--- src/rtl/axi2ahb_cmd_arb_pkg.sv ---
// Shared types and helpers for the AXI-to-AHB command arbiter.
package axi2ahb_cmd_arb_pkg;

  localparam int CMD_ADDR_BITS = 32;
  localparam int CMD_ID_BITS   = 4;
  localparam logic [12:0] PAGE_BYTES = 13'd4096;

  typedef struct packed {
    logic                     read;
    logic [CMD_ID_BITS-1:0]   id;
    logic [CMD_ADDR_BITS-1:0] addr;
    logic [3:0]               len;
    logic [1:0]               size;
    logic                     err;
  } cmd_t;

  // Largest legal AXI size code for a given bus width: log2(bytes per beat).
  function automatic logic [1:0] max_size(input int data_bits);
    return 2'($clog2(data_bits / 8));
  endfunction

endpackage

--- src/rtl/axi2ahb_cmd_chk.sv ---
// Combinational legality check of a granted AXI address command.
module axi2ahb_cmd_chk
  import axi2ahb_cmd_arb_pkg::*;
#(
  parameter int DATA_BITS = 32
) (
  input  logic [11:0] addr_lo_i,
  input  logic [3:0]  len_i,
  input  logic [1:0]  size_i,
  output logic        err_o
);

  localparam logic [1:0] MAX_SIZE = max_size(DATA_BITS);

  logic        size_err;
  logic        align_err;
  logic        page_err;
  logic [12:0] burst_bytes;
  logic [12:0] burst_end;

  always_comb begin
    size_err = (size_i > MAX_SIZE);
    unique case (size_i)
      2'd0:    align_err = 1'b0;
      2'd1:    align_err = addr_lo_i[0];
      2'd2:    align_err = |addr_lo_i[1:0];
      default: align_err = |addr_lo_i[2:0];
    endcase
    // Ending exactly on the page boundary is legal; only going past it is not.
    burst_bytes = ({9'd0, len_i} + 13'd1) << size_i;
    burst_end   = {1'b0, addr_lo_i} + burst_bytes;
    page_err    = (burst_end > PAGE_BYTES);
    err_o       = size_err | align_err | page_err;
  end

endmodule

--- src/rtl/axi2ahb_cmd_arb.sv ---
// Round-robin AW/AR arbiter feeding one registered command stage, with an
// outstanding-command throttle released by AHB burst completion.
module axi2ahb_cmd_arb
  import axi2ahb_cmd_arb_pkg::*;
#(
  parameter int ADDR_BITS = CMD_ADDR_BITS,
  parameter int DATA_BITS = 32,
  parameter int ID_BITS   = CMD_ID_BITS,
  parameter int CMD_DEPTH = 4,
  localparam int OUT_BITS = $clog2(CMD_DEPTH + 1)
) (
  input  logic                 clk,
  input  logic                 reset,
  input  logic                 AWVALID,
  output logic                 AWREADY,
  input  logic [ADDR_BITS-1:0] AWADDR,
  input  logic [ID_BITS-1:0]   AWID,
  input  logic [3:0]           AWLEN,
  input  logic [1:0]           AWSIZE,
  input  logic                 ARVALID,
  output logic                 ARREADY,
  input  logic [ADDR_BITS-1:0] ARADDR,
  input  logic [ID_BITS-1:0]   ARID,
  input  logic [3:0]           ARLEN,
  input  logic [1:0]           ARSIZE,
  output logic                 cmd_valid,
  input  logic                 cmd_ready,
  output logic                 cmd_read,
  output logic [ID_BITS-1:0]   cmd_id,
  output logic [ADDR_BITS-1:0] cmd_addr,
  output logic [3:0]           cmd_len,
  output logic [1:0]           cmd_size,
  output logic                 cmd_err,
  input  logic                 ahb_finish,
  output logic [OUT_BITS-1:0]  outstanding
);

  cmd_t                cmd_q, cmd_d;
  logic                valid_q, valid_d;
  logic                last_rd_q, last_rd_d;
  logic [OUT_BITS-1:0] out_q, out_d;

  logic                 can_accept;
  logic                 grant_r, grant_w;
  logic                 accept, retire;
  logic [ADDR_BITS-1:0] sel_addr;
  logic [3:0]           sel_len;
  logic [1:0]           sel_size;
  logic                 sel_err;

  always_comb begin
    can_accept = (!valid_q || cmd_ready) && (out_q < OUT_BITS'(CMD_DEPTH)) && !reset;
    grant_r    = ARVALID && (!AWVALID || !last_rd_q);
    grant_w    = AWVALID && (!ARVALID || last_rd_q);
    AWREADY    = grant_w && can_accept;
    ARREADY    = grant_r && can_accept;
    accept     = AWREADY || ARREADY;
    retire     = ahb_finish && (out_q != '0);
    sel_addr   = grant_r ? ARADDR : AWADDR;
    sel_len    = grant_r ? ARLEN  : AWLEN;
    sel_size   = grant_r ? ARSIZE : AWSIZE;
  end

  axi2ahb_cmd_chk #(.DATA_BITS(DATA_BITS)) u_chk (
    .addr_lo_i (sel_addr[11:0]),
    .len_i     (sel_len),
    .size_i    (sel_size),
    .err_o     (sel_err)
  );

  always_comb begin
    cmd_d     = cmd_q;
    valid_d   = valid_q;
    last_rd_d = last_rd_q;
    out_d     = out_q;
    if (accept) begin
      cmd_d.read = grant_r;
      cmd_d.id   = grant_r ? ARID : AWID;
      cmd_d.addr = sel_addr;
      cmd_d.len  = sel_len;
      cmd_d.size = sel_size;
      cmd_d.err  = sel_err;
      valid_d    = 1'b1;
      last_rd_d  = grant_r;
    end else if (cmd_ready) begin
      valid_d = 1'b0;
    end
    // Same-cycle accept and retire cancel out.
    if (accept && !retire) out_d = out_q + OUT_BITS'(1);
    else if (retire && !accept) out_d = out_q - OUT_BITS'(1);
  end

  always_ff @(posedge clk or posedge reset) begin
    if (reset) begin
      cmd_q     <= '0;
      valid_q   <= 1'b0;
      last_rd_q <= 1'b0;
      out_q     <= '0;
    end else begin
      cmd_q     <= cmd_d;
      valid_q   <= valid_d;
      last_rd_q <= last_rd_d;
      out_q     <= out_d;
    end
  end

  assign cmd_valid   = valid_q;
  assign cmd_read    = cmd_q.read;
  assign cmd_id      = cmd_q.id;
  assign cmd_addr    = cmd_q.addr;
  assign cmd_len     = cmd_q.len;
  assign cmd_size    = cmd_q.size;
  assign cmd_err     = cmd_q.err;
  assign outstanding = out_q;

endmodule

--- config.mk ---
export PLATFORM = sky130hd
export DESIGN_NAME = axi2ahb_cmd_arb
export DESIGN_NICKNAME = d
export VERILOG_FILES = /design/src/rtl/axi2ahb_cmd_arb_pkg.sv /design/src/rtl/axi2ahb_cmd_chk.sv /design/src/rtl/axi2ahb_cmd_arb.sv
export SDC_FILE = /design/constraint.sdc
export NUM_CORES = 1
export LEC_CHECK = 0
export CORE_MARGIN = 4
export CORE_UTILIZATION = 41
export CTS_CLUSTER_SIZE = 30
export DETAILED_ROUTE_END_ITERATION = 10
export MAX_ROUTING_LAYER = met4
export PLACE_DENSITY = 0.92
export SLEW_MARGIN = 20
export SYNTH_ARGS = -nofsm -noshare
export SYNTH_HDL_FRONTEND = slang
export SYNTH_SLANG_ARGS = --single-unit
--- constraint.sdc ---
create_clock -name clk -period 3.6 [get_ports clk]
set_input_delay 0.54 -clock clk [delete_from_list [all_inputs] [get_ports clk]]
set_output_delay 0.54 -clock clk [all_outputs]
set_load 0.01 [all_outputs]
== Yosys cells after proc, flatten, opt, wreduce, memory -nomap -nowiden ==
Index checks and enable logic that the tools add are counted.

* Equality and inequality tests: 2
* $lt $le $gt $ge: 3
* Reduce and logical (&&, ||, !) cells: 26
* $add $sub $neg: 4
* Mux-type cells: 9
* Shifts and indexed selects: 1
* Bitwise operators: 2

{| class="wikitable"
|+ Operators by type and width
! cell !! number
|-
| 2-to-1 mux 32 bit || 1
|-
| adder 12 x 13 -> 13 bit || 1
|-
| > comparator 13 bit, second input constant || 1
|-
| left shift 13 x 2 -> 13 bit || 1
|-
| logical AND 1 bit || 9
|-
| 2-to-1 mux 4 bit || 2
|-
| logical NOT 1 bit || 7
|-
| 2-to-1 mux 3 bit || 2
|-
| adder 4 x 1 -> 5 bit, second input constant || 1
|-
| logical OR 1 bit || 4
|-
| nonzero test 2 bit || 2
|-
| adder 3 x 1 -> 3 bit, second input constant || 1
|-
| < comparator 3 bit, second input constant || 1
|-
| case mux 1 bit (3 select lines) || 1
|-
| nonzero test 3 bit || 1
|-
| OR reduction 3 bit || 1
|-
| subtractor 3 x 1 -> 3 bit, second input constant || 1
|-
| equality test 2 x 1 -> 1 bit, second input constant || 1
|-
| equality test 2 bit, second input constant || 1
|-
| > comparator 2 bit, second input constant || 1
|-
| logical NOT 2 bit || 1
|-
| 2-to-1 mux 1 bit || 2
|-
| 2-to-1 mux 2 bit || 1
|-
| bitwise OR 1 bit || 2
|-
| OR reduction 2 bit || 1
|}

* Bits in registers: 48
* Input bits: 90
* Word-level logic and storage cells: 55
* Output and inout port bits: 50

== Logic depth before layout (Yosys ltp) ==
Gate-level depths: netlist (run 1).

* Depth after elaboration: 10
* Gate-level depth with buffers: 16
* Gate-level depth less buffers: 15

== Modules after synthesis ==
From an unflattened synthesis (run 1), not the netlist that was laid out.

* Cell total of the unflattened synthesis: 282
* Area total of the unflattened synthesis: 3289.4 um^2

{| class="wikitable"
|+ Modules (own cells, without submodules)
! module !! cells an instance !! instances !! area each (um^2) !! sequential area each (um^2)
|-
| axi2ahb_cmd_arb || 201 || 1 || 2720.1 || 1201.2
|-
| axi2ahb_cmd_chk || 81 || 1 || 569.3 || 0.0
|}

== Worst setup path before layout (run 1) ==
OpenSTA, ideal clock, no wires.

* Kind: input -> register
* From: in ARVALID
* To: reg cmd_q, in the netlist cmd_err
* Setup slack: 0.151 ns
* Library setup time: 0.128 ns
* Arrival time: 3.321 ns
* Stages: 15
* Cell sequence: a21boi_4 -> buf_6 -> mux2i_2 -> inv_1 -> ha_1 -> xnor2_1 -> mux2i_1 -> o21ai_0 -> ha_1 -> xor2_1 -> or4_1 -> a21oi_1 -> o2111ai_1 -> nor3_1 -> o21ai_0

* Longest elaborated chain between the ends: 7
* Elaborated cells on any way between the ends: 23
* Those cells by class: 2 x add/sub; 2 x order compare; 2 x eq/ne; 1 x shift; 4 x mux; 2 x bitwise; 10 x reduce/logical

{| class="wikitable"
|+ RTL lines
! item !! RTL line !! RTL
|-
| start: declaration || axi2ahb_cmd_arb.sv:20 || <nowiki>input logic ARVALID,</nowiki>
|-
| logical AND 1 bit || axi2ahb_cmd_arb.sv:53 || <nowiki>grant_r = ARVALID && (!AWVALID || !last_rd_q);</nowiki>
|-
| 2-to-1 mux 4 bit || axi2ahb_cmd_arb.sv:60 || <nowiki>sel_len = grant_r ? ARLEN : AWLEN;</nowiki>
|-
| via sel_len[0] || axi2ahb_cmd_arb.sv:47 || <nowiki>logic [3:0] sel_len;</nowiki>
|-
| adder 4 x 1 -> 5 bit || axi2ahb_cmd_chk.sv:30 || <nowiki>burst_bytes = ({9'd0, len_i} + 13'd1) << size_i;</nowiki>
|-
| left shift 13 x 2 -> 13 bit || axi2ahb_cmd_chk.sv:30 ||
|-
| adder 12 x 13 -> 13 bit || axi2ahb_cmd_chk.sv:31 || <nowiki>burst_end = {1'b0, addr_lo_i} + burst_bytes;</nowiki>
|-
| > comparator 13 bit || axi2ahb_cmd_chk.sv:32 || <nowiki>page_err = (burst_end > PAGE_BYTES);</nowiki>
|-
| bitwise OR 1 bit || axi2ahb_cmd_chk.sv:33 || <nowiki>err_o = size_err | align_err | page_err;</nowiki>
|-
| end signal: assignment || axi2ahb_cmd_arb.sv:100 || <nowiki>cmd_q <= cmd_d;</nowiki>
|-
| end: declaration || axi2ahb_cmd_arb.sv:38 || <nowiki>cmd_t cmd_q, cmd_d;</nowiki>
|}

The timed path passes the listed nets, and every way through them passes these cells.
A chain may end at the register's enable or synchronous reset.

== Final worst setup path (run 1) ==
* From: reg last_rd_q
* To: reg cmd_q, in the netlist cmd_err

* Longest elaborated chain between the ends: 9
* Elaborated cells on any way between the ends: 24
* Those cells by class: 2 x add/sub; 2 x order compare; 2 x eq/ne; 1 x shift; 4 x mux; 2 x bitwise; 11 x reduce/logical

{| class="wikitable"
|+ RTL lines
! item !! RTL line !! RTL
|-
| start: declaration || axi2ahb_cmd_arb.sv:40 || <nowiki>logic last_rd_q, last_rd_d;</nowiki>
|-
| start signal: assignment || axi2ahb_cmd_arb.sv:102 || <nowiki>last_rd_q <= last_rd_d;</nowiki>
|-
| logical NOT 1 bit || axi2ahb_cmd_arb.sv:53 ||
|-
| logical OR 1 bit || axi2ahb_cmd_arb.sv:53 ||
|-
| logical AND 1 bit || axi2ahb_cmd_arb.sv:53 ||
|-
| 2-to-1 mux 4 bit || axi2ahb_cmd_arb.sv:60 ||
|-
| via sel_len[1] || axi2ahb_cmd_arb.sv:47 ||
|-
| adder 4 x 1 -> 5 bit || axi2ahb_cmd_chk.sv:30 ||
|-
| left shift 13 x 2 -> 13 bit || axi2ahb_cmd_chk.sv:30 ||
|-
| adder 12 x 13 -> 13 bit || axi2ahb_cmd_chk.sv:31 ||
|-
| > comparator 13 bit || axi2ahb_cmd_chk.sv:32 ||
|-
| bitwise OR 1 bit || axi2ahb_cmd_chk.sv:33 ||
|}

The timed path passes the listed nets, and every way through them passes these cells.

==> results.md, run 1 <==
* H-tree Lvls at 2
* Seq/Total Area, Yosys at about two fifths
* Maxcap violations at 0
* Final hold vios at 0
* CP Launch Point: last_rd_q
* GR peak layer: met2
* Area Overhead vs Synth at 71.7%
* Required time worst endpoint at between 3 and 4 ns
* Total wire length at between 9000 and 10000 µm
* Top_reg_cell synth: dfrtp_1
* PwrDens at ~640 nW/µm²
* TritonCTS clock tree: done
* Period utilisation layout at 96.2%
* GR Util All Layers at around 22%
* Core Util, Final at 72.7%
* Critical path peak fanout at 4
* Clk_lat worst skew at about 0.30 ns
* Fraction of registers with async set/reset at between 90% and 100%
* Leak Pwr at 2.11 nW
* Setup crit end kind: flip-flop
* Die area at approximately 8400 µm²
* Grt met2 use at slightly below 40%
* Initial core utilization at a little over two fifths
* Largest net degree at the start of global routing at 74
* Post-Synthesis Cells at ~290
* Hold_sp: cmd_addr[9]
* Met3 GRT Util at 5.74%
* Fin area at ~4900 µm²
* Unique masters post-synth at 45
* Core area at 6790 µm²
* Slowest Stage Delay on Critical Path at approximately 0.45 ns
* Clock Skews at between 0.008 and 0.009 ns
* Synth Area per Inst at roughly 10 µm²
* Relative slew margins at a little over two fifths
* DIE WIDTH at about 90 µm
* Syn Nets at 392
* Clk sinks at 48
* Clk buf depth at 2
* Crit-path slowest cell: dfrtp_1
* Slew Limit Fails at 0
* Drt initial violations at 104
* I/O Buffers at 139
* Total CTS buffers at 5
* Placer Congestion at 0.860
* Hold WC Path Type: reg2reg
* Share of post-route cells with drive strength above 1 at 20.8%
* Most frequent cells in the layout: clkdlybuf4s50_1 (137), dfrtp_1 (48), nand2_1 (43), o21ai_0 (36), mux2i_1 (33)
* DRT antenna net count at 0
* CP most frequent cell: o21a_1
* Antenna Cells at 0
* Reg2reg start: last_rd_q
* Vias per cell at 5.21
* DR WL/cell at 16.9 µm
* Type of origin of the critical path: flip-flop
* DP Area at approximately 4600 µm²
* Final setup fails at 0
* DRT Pass-1 Iters at 4
* Seq cells post-synth at between 40 and 50
* Vias in the first global route at just over 3000
* IO Pins at 140
* First-pass GRT wire length at 14500 µm
* Post-synth EDFFs at 0
* Hold-fix buffers, CTS at 0
* Worst-path cell chain: a21boi_4 > mux2i_2 > inv_1 > ha_2 > xnor2_2 > a21oi_1 > a32oi_2 > ha_1 > a211oi_2 > a21oi_2 > o21a_1 > o21a_1 > o211ai_1 > o21ai_1
* Die H at a little over 90 µm
* Highest Clock Rate at 289 MHz
* Commonest non-fill, non-tap cell in the layout: clkdlybuf4s50_1
* Met1 GRT Util at between 20% and 30%
* Min Tclk post-route at 3.46 ns
* Nets at 560
* Worst endpoint data arrival time at ~3.6 ns
* GRT overflow at 0
* Highest ir drop seen on vdd at 363 µV
* Via Count at 2880
* Detailed Place HPWL at approximately 7000 µm
* Syn. warnings at 0
* Tot Pwr at around 3.2 mW
* Clock-pin slew on the worst setup and hold paths at roughly 0.09 ns
* Worst-Margin Slew at 0.849 ns
* Outcome: finished clean
* Initial antenna violation count at 0
* RSZ-0062 raised after global routing: false
* CTS root buffer: clkbuf_8
* Crit Path Class: reg2reg
* Post-route DRC at 0
* Core Rows at 30
* Post-synthesis cell area at 2880 µm²
-- worst paths after layout --
| path | cells after the start | slack, ns | endpoint |
|---|---|---|---|
| setup / recovery | 14 | 0.14 | cmd_err |
| hold / removal | 2 | 0.49 | cmd_addr[9] |
| setup reg to reg | 14 | 0.14 | cmd_err |
| hold reg to reg | 2 | 0.49 | cmd_addr[9] |
| max in group asynchronous | 2 | 2.36 | cmd_addr[29] |
| min in group asynchronous | 2 | 0.72 | cmd_valid |
-- flip-flops by register name (all words and copies together), names as in the netlist --
signal	flops
cmd_err	1
outstanding	3
cmd_len	4
last_rd_q	1
cmd_size	2
cmd_id	4
cmd_addr	32
cmd_valid	1
-- routing by layer --
metal | share of wire, % | up-vias
met5 | 0 | -
met4 | 3.1 | 0
met3 | 7.3 | 33
met2 | 51 | 129
met1 | 38 | 1347
li1 | - | 1371
-- timing repair --
action | in CTS | in global routing
gates cloned | 0 | 0
pin swaps | 6 | 15
setup buffers | 3 | 0
gates resized for setup | 18 | 22
endpoints found under the setup margin | 1 | 1
-- cell usage after synthesis, types with 2 or more instances --
library cell,number,share of area (%)
dfrtp_1,48,42
nand2_1,43,5.6
o21ai_0,40,7.0
mux2i_1,36,13
mux2_2,16,6.3
ha_1,11,4.8
a21oi_1,10,1.7
nor2_1,10,1.3
clkbuf_1,8,1.0
inv_1,7,0.91
nor3_1,7,1.2
xnor2_1,6,1.8
nand3_1,4,0.70
buf_2,3,0.52
nor2b_1,3,0.65
xor2_1,3,0.91
a211oi_1,2,0.52
fa_1,2,1.4
mux2i_2,2,0.96
nand4_1,2,0.43
o21a_1,2,0.52
-- through the flow --
step / setup TNS [ns] / hold slack, ns / worst slack, ns / cells
3_3_place_gp: -0.319 / 0.462 / -0.319 / 543
3_5_place_dp: -0.431 / 0.469 / -0.431 / 543
2_1_floorplan: 0 / 0.516 / 0.151 / 289
6_report: 0 / 0.486 / 0.136 / 553
4_1_cts: 0 / 0.491 / 0.00289 / 553
5_1_grt: 0 / 0.517 / 0.0177 / 553
-- report_power, final --
part | switching, mW | total, mW | internal, mW
clock network | 0.181 | 0.455 | 0.273
logic | 0.785 | 1.77 | 0.981
registers | 0.158 | 0.954 | 0.795
-- cell families (layout without fill, tap and decap cells) --
family                     count (synthesis)  after routing  share of synthesized area [%]
adders and majority gates                 13             13                           6.17
AOI/OAI and AO/OA                         67             67                           13.9
DFF                                       48             48                           41.7
muxes                                     55             55                           20.3
and+or+nand+nor                           76             76                           12.0
buffers and inverters                     21            189                           3.26
xor gates and xnor gates                   9              9                           2.74
-- layout make-up --
cell class | count | area (µm²)
tap | 96 | 120
sequential | 48 | 1200
timing repair buffer | 174 | 1690
clock inverter | 2 | 60.1
clock buffer | 5 | 68.8
inverter | 8 | 31.3
multi-input combinational | 220 | 1770
fill | 464 | 1850
-- worst max-delay path, delay by kind of cell (launching register included) --
| family | cells | cell delay [ns] |
|---|---|---|
| AO/OA/AOI/OAI | 9 | 1.79 |
| XOR/XNOR | 1 | 0.21 |
| adder cells (fa/ha/maj) | 2 | 0.53 |
| buffers and inverters | 1 | 0.07 |
| flip-flops | 1 | 0.45 |
| multiplexers | 1 | 0.28 |
Power figures use the tool's default switching activity.
==> inputs of run 2 (changes only) <==
Settings changed: SLEW_MARGIN 20 to 0.
==> results.md, run 2 (synthesis results as in run 1) <==
* Vias per cell at 5.21 (about the same)
* Inst Count DP at 543 (unchanged)
* Reg2Reg Depth at 14 (unchanged)
* Clock Skews at 0.00850 ns (was 0.00852 ns)
* Max reg flops at 32 (unchanged)
* Area Overhead vs Synth at 71.7% (about the same)
* Via Count at 2883 (was 2880)
* PnR worst setup slack at 0.135 ns (was 0.136 ns)
* Share of post-route cells with drive strength above 1 at 20.8% (unchanged)
* Part of the power in registers at 30.0% (about the same)
* Core area at 6790 µm² (unchanged)
* Critical path peak fanout at 4 (unchanged)
* Total wire length at 9340 µm (about the same)
* Worst endpoint data arrival time at 3.64 ns (about the same)
* Worst-path cell chain: a21boi_4 > mux2i_2 > inv_1 > ha_2 > xnor2_2 > a21oi_1 > a32oi_2 > ha_1 > a211oi_2 > a21oi_2 > o21a_1 > o21a_1 > o211ai_1 > o21ai_1 (unchanged)
* FF-to-FF End: cmd_err (unchanged)
* Clk buf depth at 2 (unchanged)
* Maxcap violations at 0 (unchanged)
* Clk pwr share at 14.3% (about the same)
* PwrDens at 642 nW/µm² (about the same)
* DRT Pass-1 Iters at 4 (unchanged)
* RSZ-0062 raised after global routing: false (unchanged)
* Core Rows at 30 (unchanged)
* Pint at 2.05 mW (about the same)
* CP most frequent cell: o21a_1 (unchanged)
* Die area at 8420 µm² (unchanged)
* Die H at 91.8 µm (unchanged)
* CTS root buffer: clkbuf_8 (unchanged)
* I/O Buffers at 139 (unchanged)
* Comb pwr share at 55.6% (about the same)
* TritonCTS clock tree: done (unchanged)
* Most frequent cells in the layout: clkdlybuf4s50_1 (137), dfrtp_1 (48), nand2_1 (43), o21ai_0 (36), mux2i_1 (33) (unchanged)
* Dpl ws at -0.431 ns (unchanged)
* Initial core utilization at 42.4% (unchanged)
* Clk_lat worst skew at 0.30 ns (about the same)
* Crit-path slowest cell: dfrtp_1 (unchanged)
* Setup crit end kind: flip-flop (unchanged)
* Nets at 560 (unchanged)
* Slew Limit Fails at 0 (unchanged)
* First-pass GRT wire length at 14500 µm (unchanged)
* Period utilisation layout at 96.3% (was 96.2%)
* H-tree Lvls at 2 (unchanged)
* Worst hold endpoint: cmd_addr[9] (unchanged)
* Highest Clock Rate at 289 MHz (about the same)
* Worst-Margin Slew at 1.02 ns (was 0.849 ns)
* WHS Path Cells at 2 (unchanged)
* Highest ir drop seen on vdd at 363 µV (about the same)
* Detailed Place HPWL at 7000 µm (unchanged)
* Antenna Cells at 0 (unchanged)
* Largest net degree at the start of global routing at 74 (unchanged)
* Hold_sp: cmd_addr[9] (unchanged)
* Slowest Stage Delay on Critical Path at 0.45 ns (about the same)
* Commonest non-fill, non-tap cell in the layout: clkdlybuf4s50_1 (unchanged)
* Leak Pwr at 2.11 nW (about the same)
* Total CTS buffers at 5 (unchanged)
* Hold WC Path Type: reg2reg (unchanged)
* Relative slew margins at 32.0% (was 43.3%)
* Min Tclk post-route at 3.47 ns (was 3.46 ns)
* Hold WS at 0.486 ns (about the same)
* Initial antenna violation count at 0 (unchanged)
* Reg2reg start: last_rd_q (unchanged)
* Placer Congestion at 0.860 (unchanged)
* Type of origin of the critical path: flip-flop (unchanged)
* Final setup fails at 0 (unchanged)
* DIE WIDTH at 91.8 µm (unchanged)
* Final hold vios at 0 (unchanged)
* DRT antenna net count at 0 (unchanged)
* Required time worst endpoint at 3.78 ns (about the same)
* Clk sinks at 48 (unchanged)
* GRT overflow at 0 (unchanged)
* Worst Path Buf+Inv at 1 (unchanged)
* GR Util All Layers at 21.9% (unchanged)
* Clock-pin slew on the worst setup and hold paths at 0.09 ns (about the same)
* Outcome: finished clean (unchanged)
* Net Sw Frac at 35.4% (about the same)
* Crit Path Class: reg2reg (unchanged)
* Non-Filler Instances at 553 (unchanged)
* Switching power at 1.12 mW (about the same)
* Drt initial violations at 104 (unchanged)
* Vias in the first global route at 3056 (unchanged)
* CP delay by family, top: compound AO/OA/AOI/OAI gates (unchanged)
* IO Pins at 140 (unchanged)
* DR WL/cell at 16.9 µm (about the same)
* Post-route DRC at 0 (unchanged)
* R2R Setup Slk at 0.13 ns (was 0.14 ns)
[run 2: changes by cell type in the layout (fill, tap and decap cells not counted)]
cell / previous run / this run
inv_2: 2 / 3
clkinv_2: 1 / 0
[run 2: power by group through the flow]
| stage | clock, mW | sequential, mW | combinational [mW] |
|---|---|---|---|
| 2_1_floorplan | 0 | 1.07 | 0.632 |
| 3_3_place_gp | 0 | 0.945 | 1.57 |
| 3_5_place_dp | 0 | 0.966 | 1.63 |
| 4_1_cts | 0.467 | 0.955 | 1.68 |
| 5_1_grt | 0.486 | 0.992 | 1.90 |
| 6_report | 0.455 | 0.954 | 1.77 |
[run 2: per-stage QoR]
| stage | area, µm² | utilization, % | setup TNS (ns) | power [mW] |
|---|---|---|---|---|
| floorplan | 2880 | - | 0 | 1.70 |
| global placement | 4590 | 67.6 | -0.319 | 2.52 |
| detailed placement | 4590 | 67.6 | -0.431 | 2.60 |
| CTS | 4820 | 71.0 | 0 | 3.11 |
| global route | 4940 | 72.7 | 0 | 3.38 |
| finish | 4940 | 72.7 | 0 | 3.17 |
[run 2: worst max-delay path by stage]
stage                          from  endpoint  slack [ns]  depth (start not counted)
after global placement      ARVALID   cmd_err       -0.32                         15
after global routing      last_rd_q   cmd_err        0.02                         14
after floorplan             ARVALID   cmd_err        0.15                         15
after detailed placement    ARVALID   cmd_err       -0.43                         15
after CTS                   ARVALID   cmd_err       0.003                         15
final                     last_rd_q   cmd_err        0.13                         14
[run 2: repair_timing]
action / 4_1_cts / 5_1_grt
gates resized for setup: 18 / 22
buffers inserted: 3 / 0
setup endpoints to repair: 1 / 1
endpoints found under the hold margin: 0 / 0
pin swaps: 6 / 15
hold buffers: 0 / 0
[run 2: final cells by class]
| type | instances | area, µm² |
|---|---|---|
| Multi-Input combinational cell | 220 | 1770 |
| Sequential cell | 48 | 1200 |
| Timing Repair Buffer | 174 | 1690 |
| Fill cell | 465 | 1850 |
| Tap cell | 96 | 120 |
| Clock inverter | 2 | 60.1 |
| Inverter | 8 | 30.0 |
| Clock buffer | 5 | 68.8 |
[run 2: tightest hold or removal path, delay by kind of cell (launching register included)]
kind	cells	cell delay (ns)
AND/OR/NAND/NOR	1	0.05
AO/OA/AOI/OAI	1	0.06
flip-flops	1	0.35
[run 2: per-layer routing]
| metal | up-vias | global-route usage [%] | wire length, µm |
|---|---|---|---|
| li1 | 1371 | - | - |
| met1 | 1348 | 24.4 | 3540 |
| met2 | 131 | 38.5 | 4810 |
| met3 | 33 | 5.74 | 696 |
| met4 | 0 | 6.56 | 292 |
| met5 | - | - | 0 |
